**config.mk**
```make
export PLATFORM = sky130hd
export DESIGN_NAME = exec_stage
export DESIGN_NICKNAME = d
export VERILOG_FILES = /design/src/rtl/exec_stage.sv
export SDC_FILE = /design/constraint.sdc
export NUM_CORES = 1
export LEC_CHECK = 0
export BUFFER_PORTS_ARGS = -buffer_cell sky130_fd_sc_hd__buf_4
export CORE_ASPECT_RATIO = 2
export CORE_MARGIN = 1
export CORE_UTILIZATION = 52
export CTS_CLUSTER_SIZE = 28
export DETAILED_ROUTE_END_ITERATION = 10
export PLACE_DENSITY_LB_ADDON = 0.15
export REMOVE_ABC_BUFFERS = 1
export SETUP_SLACK_MARGIN = 0.02
export SLEW_MARGIN = 0
export SYNTH_ARGS = -nofsm -noshare
export SYNTH_HDL_FRONTEND = slang
export SYNTH_SLANG_ARGS = --single-unit
```
**constraint.sdc**
```tcl
create_clock -name clk -period 2.6 [get_ports clk]
set_input_delay 0.39 -clock clk [delete_from_list [all_inputs] [get_ports clk]]
set_output_delay 0.39 -clock clk [all_outputs]
set_load 0.05 [all_outputs]
```
**src/rtl/exec_stage.sv**
```systemverilog
`default_nettype none
// ============================================================================
// Module   : exec_stage
// Brief    : Execute stage of a small in-order pipeline. Operand forwarding
//            muxes, a single-cycle ALU (ADD/SUB/AND/OR/SLT/PASSB/NOP) and a
//            multi-cycle shift-add multiplier that holds the ID/EX register
//            through a combinational stall while it iterates.
// Revision : 1.0 - initial release
// ============================================================================
module exec_stage #(
    parameter int WIDTH = 8,
    parameter int REGW  = 2
) (
    input  logic             clk,
    input  logic             rst_n,
    input  logic             in_valid,
    input  logic [2:0]       in_op,
    input  logic [WIDTH-1:0] in_a,
    input  logic [WIDTH-1:0] in_b,
    input  logic [REGW-1:0]  in_dest,
    input  logic             in_wb,
    input  logic [1:0]       sel1,
    input  logic [1:0]       sel2,
    input  logic [WIDTH-1:0] mem_fwd,
    input  logic [WIDTH-1:0] wb_fwd,
    input  logic             flush,
    output logic             stall,
    output logic             ex_valid,
    output logic [WIDTH-1:0] ex_result,
    output logic             ex_zero,
    output logic [REGW-1:0]  ex_dest,
    output logic             ex_wb
);

    // ------------------------------------------------------------------------
    // Operation encodings
    // ------------------------------------------------------------------------
    localparam logic [2:0] OP_ADD   = 3'b000;
    localparam logic [2:0] OP_SUB   = 3'b001;
    localparam logic [2:0] OP_AND   = 3'b010;
    localparam logic [2:0] OP_OR    = 3'b011;
    localparam logic [2:0] OP_SLT   = 3'b100;
    localparam logic [2:0] OP_MUL   = 3'b101;
    localparam logic [2:0] OP_PASSB = 3'b110;
    localparam logic [2:0] OP_NOP   = 3'b111;

    // Iteration counter runs 0..WIDTH-1; the last value marks the final step.
    localparam int              CNTW     = (WIDTH > 1) ? $clog2(WIDTH) : 1;
    localparam logic [CNTW-1:0] CNT_LAST = CNTW'(WIDTH - 1);

    typedef enum logic [0:0] {
        IDLE = 1'b0,
        BUSY = 1'b1
    } state_t;

    // ------------------------------------------------------------------------
    // State
    // ------------------------------------------------------------------------
    state_t            state_q;
    logic [CNTW-1:0]   count_q;
    logic [WIDTH-1:0]  mcand_q;     // multiplicand, shifts left each step
    logic [WIDTH-1:0]  mplier_q;    // multiplier, shifts right each step
    logic [WIDTH-1:0]  acc_q;       // running partial product
    logic [REGW-1:0]   mdest_q;     // destination captured with the multiply
    logic              mwb_q;       // write enable captured with the multiply

    // ------------------------------------------------------------------------
    // Combinational next values
    // ------------------------------------------------------------------------
    logic [WIDTH-1:0]  opa;
    logic [WIDTH-1:0]  opb;
    logic [WIDTH-1:0]  alu_d;
    logic [WIDTH-1:0]  acc_d;
    logic              last_step;
    logic              mul_req;

    // Forwarding muxes: 01 takes the MEM result, 10 the WB result, otherwise
    // the value read in ID (11 is treated as "no forwarding").
    always_comb begin
        unique case (sel1)
            2'b01:   opa = mem_fwd;
            2'b10:   opa = wb_fwd;
            default: opa = in_a;
        endcase
        unique case (sel2)
            2'b01:   opb = mem_fwd;
            2'b10:   opb = wb_fwd;
            default: opb = in_b;
        endcase
    end

    // Single-cycle ALU; MUL and NOP produce zero here (MUL is iterative).
    always_comb begin
        alu_d = '0;
        unique case (in_op)
            OP_ADD:   alu_d = opa + opb;
            OP_SUB:   alu_d = opa - opb;
            OP_AND:   alu_d = opa & opb;
            OP_OR:    alu_d = opa | opb;
            OP_SLT:   alu_d[0] = ($signed(opa) < $signed(opb));
            OP_PASSB: alu_d = opb;
            default:  alu_d = '0;
        endcase
    end

    // One shift-add step: conditionally accumulate the shifted multiplicand.
    // Only the low WIDTH product bits are kept, so truncating the shifted
    // multiplicand never loses a bit that matters.
    always_comb begin
        acc_d = acc_q + (mplier_q[0] ? mcand_q : '0);
    end

    assign last_step = (count_q == CNT_LAST);
    assign mul_req   = in_valid && (in_op == OP_MUL);

    // Hold upstream while a multiply is being accepted or still iterating;
    // the final iteration releases it so the next instruction can enter.
    // A flush always releases the hold in the same cycle.
    assign stall = ~flush & (((state_q == IDLE) & mul_req) |
                             ((state_q == BUSY) & ~last_step));

    // Pipeline register and multiplier FSM; flush dominates every state.
    always_ff @(posedge clk or negedge rst_n) begin
        if (!rst_n) begin
            state_q   <= IDLE;
            count_q   <= '0;
            mcand_q   <= '0;
            mplier_q  <= '0;
            acc_q     <= '0;
            mdest_q   <= '0;
            mwb_q     <= 1'b0;
            ex_valid  <= 1'b0;
            ex_result <= '0;
            ex_zero   <= 1'b0;
            ex_dest   <= '0;
            ex_wb     <= 1'b0;
        end else if (flush) begin
            // Kill whatever is in flight; the result fields keep their values
            // but are not marked valid.
            state_q  <= IDLE;
            ex_valid <= 1'b0;
        end else begin
            unique case (state_q)
                IDLE: begin
                    if (!in_valid) begin
                        ex_valid <= 1'b0;
                    end else if (in_op == OP_MUL) begin
                        mcand_q  <= opa;
                        mplier_q <= opb;
                        acc_q    <= '0;
                        count_q  <= '0;
                        mdest_q  <= in_dest;
                        mwb_q    <= in_wb;
                        ex_valid <= 1'b0;
                        state_q  <= BUSY;
                    end else begin
                        // NOP travels as a bubble and never requests a write.
                        ex_valid  <= (in_op != OP_NOP);
                        ex_result <= alu_d;
                        ex_zero   <= (alu_d == '0);
                        ex_dest   <= in_dest;
                        ex_wb     <= in_wb & (in_op != OP_NOP);
                    end
                end
                BUSY: begin
                    acc_q    <= acc_d;
                    mcand_q  <= mcand_q << 1;
                    mplier_q <= mplier_q >> 1;
                    count_q  <= count_q + CNTW'(1);
                    if (last_step) begin
                        ex_valid  <= 1'b1;
                        ex_result <= acc_d;
                        ex_zero   <= (acc_d == '0);
                        ex_dest   <= mdest_q;
                        ex_wb     <= mwb_q;
                        state_q   <= IDLE;
                    end else begin
                        ex_valid <= 1'b0;
                    end
                end
                default: begin
                    state_q  <= IDLE;
                    ex_valid <= 1'b0;
                end
            endcase
        end
    end

endmodule
`default_nettype wire
```
# Word level (Yosys, flattened, before mapping)
# Index checks and enable logic that the tools add are counted.
# Widths: inputs -> output; s select.
op_classes:
  n_addsub: 4
  magnitude_cmp: 1
  n_eq_ne: 16
  muxes: 43
  bitwise_logic: 10
  n_reduce_logical: 7
op_table:
  columns: ["operator", "n"]
  rows:
  - ["$pmux 8 s2", 6]
  - ["$mux 8", 10]
  - ["$pmux 7 s5", 1]
  - ["$add 8x8->8", 2]
  - ["$logic_not 8->1", 2]
  - ["$mux 1", 14]
  - ["$eq 3x3->1 const B", 4]
  - ["$and 8x8->8", 1]
  - ["$lt 8x8->1", 1]
  - ["$or 8x8->8", 1]
  - ["$pmux 1 s2", 4]
  - ["$reduce_and 4->1", 2]
  - ["$sub 8x8->8", 1]
  - ["$eq 3x2->1 const B", 2]
  - ["$mux 2", 3]
  - ["$mux 3", 2]
  - ["$ne 2x2->1 const B", 3]
  - ["$pmux 1 s6", 1]
  - ["$pmux 3 s2", 1]
  - ["$and 1x1->1", 4]
  - ["$eq 2x1->1 const B", 2]
  - ["$eq 2x2->1 const B", 2]
  - ["$pmux 2 s2", 1]
  - ["$add 3x1->3 const B", 1]
  - ["other kinds (8)", 10]
word_totals:
  ff_bits: 44
  input_bits: 46
  out_inout_bits: 14

# Depth between registers and ports, before layout
# Gate-level depths: netlist of run 1.
logic_depth:
  word_depth: 8
  depth_mapped: 17
  depth_no_buf: 16

# Worst setup path before layout of run 1
# Ideal clock, no wire load.
synth_timing:
  path_type: "input to register"
  from: "in sel2[0]"
  to: "reg ex_zero"
  setup_ns: 0.074
  t_arrival_ns: 3.315
  path_slack_ns: -0.789
  cell_stages: 14
  cell_sequence: "inv_1 ha_1 clkbuf_1 a221o_1 o21ai_0 inv_1 fa_1 nor3_1 o311a_1 o31ai_1 o2111a_1 or3_1 a211o_1 o21ai_2"
synth_via:
  elab_chain_len: 8
  word_cells_on_any_way: 14
synth_rtl:
  columns: ["item", "line", "text"]
  rows:
  - ["from (decl)", "23", "input logic [1:0] sel2,"]
  - ["$eq 2x2->1 or $eq 2x1->1 (tied branches)", "85", "unique case (sel2)"]
  - ["$pmux 8 s2 *", "85", null]
  - ["$sub 8x8->8 (tied with other cells)", "97", "OP_SUB: alu_d = opa - opb;"]
  - ["$pmux 1 s6 or $pmux 7 s5 (tied branches)", "95", "unique case (in_op)"]
  - ["$logic_not 8->1 *", "160", "ex_zero <= (alu_d == '0);"]
  - ["$mux 1 *", "147", "end else if (in_op == OP_MUL) begin"]
  - ["$mux 1 *", "145", "if (!in_valid) begin"]
  - ["$pmux 1 s2 *", "143", "unique case (state_q)"]
  - ["to (signal assigned)", "160", null]
  - ["to (signal assigned)", "173", "ex_zero <= (acc_d == '0);"]
  - ["to (decl)", "30", "output logic ex_zero,"]
# Mark *: on every way between the ends. The rest lies on a longest branch, timed or not. The select of a mux whose other input is x is not followed.
# A chain may end at the register's enable or synchronous reset.

# Final worst setup path of run 1
# Same ends and word-level chain as after synthesis.

==> results.yml, run 1 <==
run_status:
  outcome: "complete, but fails checks"
  violations: "negative setup slack"
die:
  start_util: 0.5367
  ios: 60
  rows: 43
  floorplan.die_area_um2: 7470
  chipHeight_um: 121.2
  coreArea_um2: 6887
  die_w_um: 61.62
critical_path:
  crit_path_frequent_cell: "buf_6"
  rr_worst_depth: 9
  worstReg2RegEnd: "ex_zero"
  cp_slowest_cell: "o311a_1"
  critical_path_class: "input port to flop"
  cp-end-kind: "flop"
  start_kind: "input port"
  rrSetupSlack_ns: -0.12
  cp_max_fo: 5
  cp.arrival_ns: 3.08
  path_cells: "buf_8 -> inv_4 -> ha_4 -> buf_6 -> buf_6 -> nand2_4 -> o21ai_4 -> inv_2 -> buf_6 -> ha_4 -> nor3_4 -> o311a_1 -> o31ai_2 -> nor3_1 -> or3_4 -> a211o_1 -> o21ai_2"
  max_stage_delay_ns: 0.36
  cp.required_ns: 2.83
  r2r-start: "mplier_q[0]"
global_route:
  grt_max_degree: 45
  grt_pass1_wl_mm: 20.36
  grt_usage: 0.3796
  gr-total-overflow: 0
  antenna_found_initial: 0
  grt_pass1_vias: 4198
synth:
  synth_flop_cell: "dfrtp_1"
  synth-async-reset-ratio: 1.000
  synth_area_um2: 3696
  netlist_top_cells_area: "dfrtp_1, ha_1, a21oi_1, o21ai_0, nand2_1"
  synth_enable_flop_cells: 0
  post-synth-top-area-cell: "dfrtp_1"
  synth-seq-cells: 44
  syn_avg_cell_area_um2: 8.195
  synthCells: 451
  ys_seq_area_frac: 0.2979
  synth_top_cells_by_count: "nand2_1, a21oi_1, dfrtp_1, o21ai_0, ha_1"
  ys_types: 61
  ys.warnings.count: 0
  synth.most_common_cell: "nand2_1"
  synth_top_area_frac: 0.2979
clock_network:
  numCtsBuffers: 5
  root_buffer: "clkbuf_16"
  cts_sinks: 44
  cts.clk_slew.worst_paths_ns: 0.06
  cts_tree: "yes"
  clk_latency_ns: 0.29
  clk_path_buf_depth: 2
  htree_levels: 2
  postCtsHoldBufs: 0
pwr:
  p_leak_nw: 2.673
  p_per_area_nw_per_um2: 582.3
  irDropWorstVdd_v: 0.0002822
timing:
  slew_viol_final: 0
  clock_skew_ns: 0.005069
  fin_hold_ws_ns: 0.07537
  layout_setup_ws_ns: -0.2545
  max_slew_margin: 0.4707
  finalHoldViolCount: 0
  rsz0062_at_grt: "true"
  finalCritPeriodShare: 1.098
  finalSetupViolCount: 8
  min_period_ns: 2.854
  worstMarginPinSlew_ns: 0.7923
  max_freq_ghz: 0.3503
drt:
  ant_nets: 0
  via_per_inst: 6.110
  dr.pass1.iters: 4
  drt_wl_total_mm: 13.92
  wl_per_cell_um: 20.09
  drc: 0
  initialDrtViolationCount: 281
  vias: 4234
final_layout:
  num-fill-cells: 475
  nNetsFinal: 689
  layout-drive-gt1-share: 0.4511
  area_growth_syn_to_layout_pct: 52.34
  antenna_cells: 0
placement:
  post-dp-hpwl_mm: 9.598
  dp_slack_ns: -0.8725
  numPortBuffers: 59
  place_congestion: 1.013
min_path:
  hold_class: "input port to asynchronous set/reset pin"
run:
  max_cap_violations: 0
-- layout make-up --
type                            instances  area, um^2  share of cell area
Multi-Input combinational cell        350        2809              0.4989
Timing Repair Buffer                  172        1340              0.2380
Sequential cell                        44        1101              0.1956
Clock buffer                            6       138.9             0.02467
Inverter                               29       113.9             0.02022
Tap cell                               90       112.6             0.02000
Clock inverter                          2       15.01            0.002667
-- cell usage in the layout (no fill, tap or decap), drive strengths merged, types with 4 or more instances in the layout --
master  instances
nand2          46
o21ai          44
o22ai           4
a22o            9
o211ai          4
o21a            4
clkbuf          6
nor2b           9
inv            28
mux2i           5
xnor2           9
nor3            4
ha             38
nand3           8
a221o           5
buf           172
nand2b          5
and2            8
o31ai           5
a22oi          12
a21oi          45
nor2           35
dfrtp          44
-- worst max path at each step --
stage | start | endpoint | cells after the start
2_1_floorplan | sel2[0] | ex_zero | 13
3_3_place_gp | sel2[0] | ex_zero | 15
3_5_place_dp | sel2[0] | ex_zero | 14
4_1_cts | sel2[0] | ex_zero | 17
5_1_grt | sel1[0] | ex_zero | 15
6_report | sel2[0] | ex_zero | 17
-- metal layers --
metal  track usage  vias to the layer above  part of all wire
met5             0                        -                 0
met1        0.3546                     2037              0.32
met2        0.6532                      194              0.53
li1              -                     1918                 -
met3       0.08422                       85             0.052
met4        0.3125                        0             0.093
-- state kept, by name, indices dropped and copies added, names as in the netlist, 2 cells and up --
name and flops:
mdest_q 2, count_q 3, mplier_q 8, mcand_q 8, acc_q 8, ex_dest 2
ex_result 8
-- metrics by stage --
stage	cell area, um^2	cells	utilization	power (mW)	setup TNS (ns)
global placement	4825	664	0.7006	2.248	-5.739
finish	5630	693	0.8176	3.279	-1.198
floorplan	3578	423	-	1.634	-4.729
CTS	5431	684	0.7887	3.127	-0.6557
global route	5630	693	0.8176	3.433	-2.030
detailed placement	4825	664	0.7006	2.295	-6.490
-- cell families (layout without fill, tap and decap cells) --
kind of cell / Yosys count / after routing / synth area share
adders and majority gates: 41 / 41 / 0.1449
AOI/OAI and AO/OA: 161 / 161 / 0.2810
and+or+nand+nor: 128 / 128 / 0.1601
xor gates and xnor gates: 11 / 11 / 0.02607
buffers and inverters: 57 / 209 / 0.06127
DFF: 44 / 44 / 0.2979
muxes: 9 / 9 / 0.02877
-- what timing repair did --
| item | in CTS | in global routing |
|---|---|---|
| endpoints found under the hold margin | 0 | 0 |
| resized for setup | 94 | 25 |
| pin swaps | 36 | 22 |
| setup buffers | 12 | 9 |
| endpoints found under the setup margin | 9 | 10 |
-- power breakdown --
part / total, mW / internal (mW) / switching [mW]
Sequential: 0.919 / 0.823 / 0.0953
Combinational: 1.70 / 0.791 / 0.911
Clock: 0.658 / 0.382 / 0.276
-- worst max-delay path, delay by kind of cell --
kind / cells / cell delay (ns)
AND/OR/NAND/NOR: 4 / 0.52
adder cells (fa/ha/maj): 2 / 0.57
buffers and inverters: 6 / 0.56
AO/OA/AOI/OAI: 5 / 1.05
(Power assumes the default switching activity.)
==> run 2, diff against run 1 <==
==> constraint.sdc (replaced) <==
create_clock -name clk -period 2.6 [get_ports clk]
set_input_delay 0.26 -clock clk [delete_from_list [all_inputs] [get_ports clk]]
set_output_delay 0.26 -clock clk [all_outputs]
set_load 0.05 [all_outputs]
==> run 2 against run 1 <==
  * Worst hold slack better by 0.10 ns
  * Cell count down 1.7%
  * First-iteration DRC count down 15%
  * Combinational power about the same
  * Count of clock-buffer cells in the layout unchanged
  * Largest power group unchanged
  * Largest cell class unchanged
  * Routed wire length down 0.70%
  * The flow still finishes with violations (negative setup slack)
  * Clock power up 9.1%
  * Utilization up 0.35 points
==> results.yml, run 2 (same netlist as run 1, synthesis figures left out) <==
run_status:
  outcome: "complete, but fails checks"
  violations: "negative setup slack"
clock_network:
  clk_path_buf_depth: 2
  root_buffer: "clkbuf_16"
  cts_sinks: 44
  cts.clk_slew.worst_paths_ns: 0.06
  htree_levels: 2
  clk_latency_ns: 0.29
  cts_tree: "yes"
  numCtsBuffers: 5
global_route:
  grt_pass1_wl_mm: 20.98
  grt_max_degree: 45
  gr-total-overflow: 0
  grt_pass1_vias: 4325
  grt_usage: 0.3872
  antenna_found_initial: 0
critical_path:
  cp_max_fo: 5
  critPathBufInv: 6
  crit_path_frequent_cell: "buf_6"
  cp.required_ns: 2.82
  max_stage_delay_ns: 0.34
  path_delay_family: "compound AO/OA/AOI/OAI gates"
  start_kind: "input port"
  cp.arrival_ns: 3.00
  critical_path_class: "input port to flop"
  path_cells: "buf_8 -> inv_4 -> ha_4 -> buf_6 -> buf_6 -> nand2_4 -> o21ai_4 -> inv_2 -> buf_6 -> ha_4 -> nor3_4 -> o311a_1 -> o31ai_2 -> nor3_1 -> or3_4 -> a211o_1 -> o21ai_2"
  cp_slowest_cell: "or3_4"
  cp-end-kind: "flop"
final_layout:
  layout-drive-gt1-share: 0.4382
  utilization: 0.8210
  layout_common_cells: "buf_4, nand2_1, dfrtp_1"
  final_design_area_no_fill_um2: 5654
  antenna_cells: 0
  area_growth_syn_to_layout_pct: 52.98
  layout_commonest_cell: "buf_4"
  nNetsFinal: 677
pwr:
  p_per_area_nw_per_um2: 595.4
  irDropWorstVdd_v: 0.0003310
  swShare: 0.3853
  pwr-share-seq: 0.273
  internal-power_mw: 2.069
  p_leak_nw: 2.646
  combPwrFrac: 0.513
  fin_total_pwr_mw: 3.366
  p_switching_mw: 1.297
  clockPowerShare: 0.213
placement:
  numPortBuffers: 59
  dp_slack_ns: -0.7610
  post-dp-hpwl_mm: 9.750
  placed_area_um2: 4810
  place_congestion: 0.9749
timing:
  max_slew_margin: 0.5244
  slew_viol_final: 0
  max_freq_ghz: 0.3604
  finalHoldViolCount: 0
  rsz0062_at_grt: "true"
  worstMarginPinSlew_ns: 0.7119
  min_period_ns: 2.775
  finalCritPeriodShare: 1.067
  finalSetupViolCount: 4
  layout_setup_ws_ns: -0.1745
  clock_skew_ns: 0.006925
  final.setup.tns_ns: -0.3032
drt:
  wl_met2_mm: 7.307
  drc: 0
  top_layer: "met4"
  ant_nets: 0
  drt_wl_total_mm: 13.82
  vias: 4152
  wl_met1_mm: 4.349
  via_per_inst: 6.097
  wl_met3_um: 673
  initialDrtViolationCount: 238
  wl_per_cell_um: 20.30
  dr.pass1.iters: 4
die:
  rows: 43
  start_util: 0.5367
  floorplan.die_area_um2: 7470
  chipHeight_um: 121.2
  die_w_um: 61.62
  coreArea_um2: 6887
  ios: 60
min_path:
  hold_class: "input port to flop"
run:
  max_cap_violations: 0
run 2: cell count changes in the layout (fill, tap and decap cells not counted), sizes merged:
cell,previous run,this run
buf,172,159
bufinv,0,1
clkinv,1,2
clkinvlp,2,0
dlygate4sd3,0,1
run 2: what timing repair did:
action | 4_1_cts | 5_1_grt
endpoints found under the setup margin | 9 | 9
endpoints found under the hold margin | 44 | 0
hold buffers | 1 | 0
resized for setup | 97 | 39
buffers inserted | 11 | 1
pin swaps | 32 | 18
run 2: path summary, 6_finish.rpt:
check                                 start          end  slack, ns  cells past startpoint
worst min-delay path                  flush     ex_valid       0.18                      2
worst max-delay path                sel2[0]      ex_zero      -0.17                     17
min in group asynchronous             rst_n   ex_dest[1]       0.49                      2
worst min register to register  mplier_q[1]  mplier_q[1]       0.49                      2
worst max register to register  mplier_q[0]      ex_zero      -0.06                      9
max in group asynchronous             rst_n  mplier_q[4]       1.72                      2
run 2: cell type report:
class	count	area [um^2]
multi-input cells	350	2888
well taps	90	112.6
repair buffers	160	1275
inverters	29	113.9
fillers	446	1232
clock inverters	2	35.03
clock buffers	6	128.9
flip-flops and latches	44	1101
run 2: per-layer routing:
metal  GRT usage  vias up
met1      0.3467     1977
met2      0.6707      194
li1            -     1892
met4      0.3264        0
met5           0        -
met3     0.09701       89
run 2: per-stage QoR:
step	hold WS (ns)	cells
CTS	0.1739	681
global route	0.1864	681
detailed placement	0.2849	662
global placement	0.2785	662
finish	0.1772	681
floorplan	-0.03559	423
run 2: worst register-to-register path, stage by stage, from the launching register on:
cell     delay, ns
dfrtp_1       0.43
and2_4        0.17
ha_1          0.28
a21o_1        0.20
a311o_1       0.37
a21oi_2       0.17
xnor2_1       0.11
or4_4         0.53
o31a_1        0.27
o21ai_2       0.06
run 2: power by group through the flow:
stage	combinational [mW]	sequential, mW	clock, mW
5_1_grt	1.84	0.934	0.742
3_5_place_dp	1.37	0.928	0
2_1_floorplan	0.588	1.05	0
6_report	1.73	0.920	0.718
3_3_place_gp	1.34	0.918	0
4_1_cts	1.58	0.917	0.718
==> run 3, diff against run 2 <==
PLACE_DENSITY = 0.77   (was default)
PLACE_DENSITY_LB_ADDON = default   (was 0.15)
==> run 3 against run 2 <==
  * The run still ends with negative setup slack left
  * First-iteration DRC count rose by 68%
  * Critical path depth is the same
  * Clock power shrank 14%
  * Power shrank 4.4%
  * Maximum frequency down 4.9%
  * Critical endpoint unchanged
==> results.yml, run 3 (same netlist as run 1, synthesis figures left out) <==
global_route:
  grt_pass1_wl_mm: 20.62
  grt_usage: 0.3789
  grt_max_degree: 45
  grt_pass1_vias: 4239
  gr-total-overflow: 0
  antenna_found_initial: 0
critical_path:
  cp_slowest_cell: "or3_4"
  start_kind: "input port"
  critical_path_class: "input port to flop"
  max_stage_delay_ns: 0.34
  cp.required_ns: 2.82
  crit_path_frequent_cell: "buf_4"
  cp_max_fo: 4
  cp-end-kind: "flop"
  path_cells: "buf_8 -> inv_4 -> ha_4 -> buf_6 -> a22oi_2 -> nor2_1 -> a21oi_1 -> buf_4 -> fa_2 -> nor3_2 -> buf_4 -> o311a_4 -> o31ai_4 -> nor3_1 -> or3_4 -> a211o_1 -> o21ai_2"
  cp.arrival_ns: 3.14
timing:
  rsz0062_at_grt: "true"
  layout_setup_ws_ns: -0.3165
  finalCritPeriodShare: 1.122
  max_slew_margin: 0.4796
  worstMarginPinSlew_ns: 0.7790
  min_period_ns: 2.917
  clock_skew_ns: 0.003846
  finalSetupViolCount: 9
  finalHoldViolCount: 0
  slew_viol_final: 0
  max_freq_ghz: 0.3429
run:
  max_cap_violations: 0
pwr:
  p_per_area_nw_per_um2: 583.8
  combPwrFrac: 0.523
  irDropWorstVdd_v: 0.0003073
  pwr-share-seq: 0.286
  p_leak_nw: 2.601
  swShare: 0.3962
  internal-power_mw: 1.943
  p_switching_mw: 1.275
  clockPowerShare: 0.191
placement:
  numPortBuffers: 59
  place_congestion: 0.9202
  post-dp-hpwl_mm: 9.315
  dp_slack_ns: -0.7646
  placed_cells: 654
die:
  floorplan.die_area_um2: 7470
  start_util: 0.5367
  ios: 60
  die_w_um: 61.62
  rows: 43
  chipHeight_um: 121.2
  coreArea_um2: 6887
min_path:
  hold_class: "input port to flop"
drt:
  dr.pass1.iters: 5
  drc: 0
  vias: 4165
  via_per_inst: 6.143
  drt_wl_total_mm: 14.33
  ant_nets: 0
  wl_per_cell_um: 21.14
  initialDrtViolationCount: 399
run_status:
  violations: "negative setup slack"
  outcome: "complete, but fails checks"
clock_network:
  root_buffer: "clkbuf_16"
  htree_levels: 2
  clk_latency_ns: 0.29
  cts_tree: "yes"
  cts.clk_slew.worst_paths_ns: 0.06
  clk_path_buf_depth: 2
  numCtsBuffers: 5
  cts_sinks: 44
final_layout:
  layout-drive-gt1-share: 0.4337
  area_growth_syn_to_layout_pct: 49.12
  final_cells: 678
  utilization: 0.8003
  layout_common_cells: "buf_4, nand2_1, dfrtp_1"
  layout_commonest_cell: "buf_4"
  antenna_cells: 0
  num-fill-cells: 453
  nNetsFinal: 675
## run 3: changes by cell type in the layout (fill, tap and decap cells not counted), moves of 5 or more
cell,before,now
buf_6,15,10
ha_1,19,25
ha_4,14,9
a21oi_2,7,12
a21oi_1,37,31
## run 3: layout make-up
class / instances / area [um^2] / share of cell area
multi-input cells: 350 / 2804 / 0.5087
repair buffers: 158 / 1241 / 0.2252
flip-flops and latches: 44 / 1102 / 0.2000
clock buffers: 5 / 125.1 / 0.02270
inverters: 29 / 113.9 / 0.02066
well taps: 90 / 112.6 / 0.02043
clock inverters: 2 / 12.51 / 0.002270
## run 3: worst max-delay path: cells and delay by family
| family | cells | cell delay [ns] |
|---|---|---|
| simple gates | 4 | 0.56 |
| fa+ha+maj | 2 | 0.40 |
| buf+inv | 5 | 0.58 |
| compound gates | 6 | 1.33 |
## run 3: power by group through the flow
stage | combinational (mW) | sequential, mW | clock [mW]
2_1_floorplan | 0.588 | 1.05 | 0
5_1_grt | 1.79 | 0.933 | 0.635
3_3_place_gp | 1.32 | 0.919 | 0
4_1_cts | 1.47 | 0.915 | 0.606
6_report | 1.68 | 0.919 | 0.615
3_5_place_dp | 1.35 | 0.926 | 0
## run 3: worst paths after layout
check | from | to | slack [ns] | cells after the start
max | sel1[0] | ex_zero | -0.32 | 17
min | flush | ex_valid | 0.19 | 2
max reg2reg | mplier_q[0] | ex_zero | -0.10 | 9
min reg2reg | mcand_q[7] | mcand_q[7] | 0.49 | 2
max in group asynchronous | rst_n | state_q | 1.69 | 2
min in group asynchronous | rst_n | ex_dest[0] | 0.50 | 2
## run 3: per-layer routing
layer,GRT usage,part of all wire,vias to the layer above
met5,0,0,-
met4,0.2875,0.088,0
met3,0.06716,0.048,107
met2,0.6694,0.53,200
met1,0.3594,0.33,1978
li1,-,-,1880
## run 3: metrics by stage
step | hold slack (ns) | power (mW) | setup TNS, ns | area [um^2]
after global placement | 0.2730 | 2.236 | -4.931 | 4750
after global routing | 0.1974 | 3.360 | -2.815 | 5512
after CTS | 0.1834 | 2.991 | -0.1820 | 5200
after floorplan | -0.03559 | 1.634 | -3.429 | 3578
final | 0.1875 | 3.218 | -1.610 | 5512
after detailed placement | 0.2850 | 2.277 | -5.285 | 4750
## run 3: what timing repair did
action | 4_1_cts | 5_1_grt
hold buffers | 1 | 0
gates resized for setup | 65 | 56
buffers inserted | 10 | 7
gates cloned | 0 | 0
pin swaps | 16 | 24
endpoints found under the hold margin | 44 | 0
endpoints found under the setup margin | 9 | 9
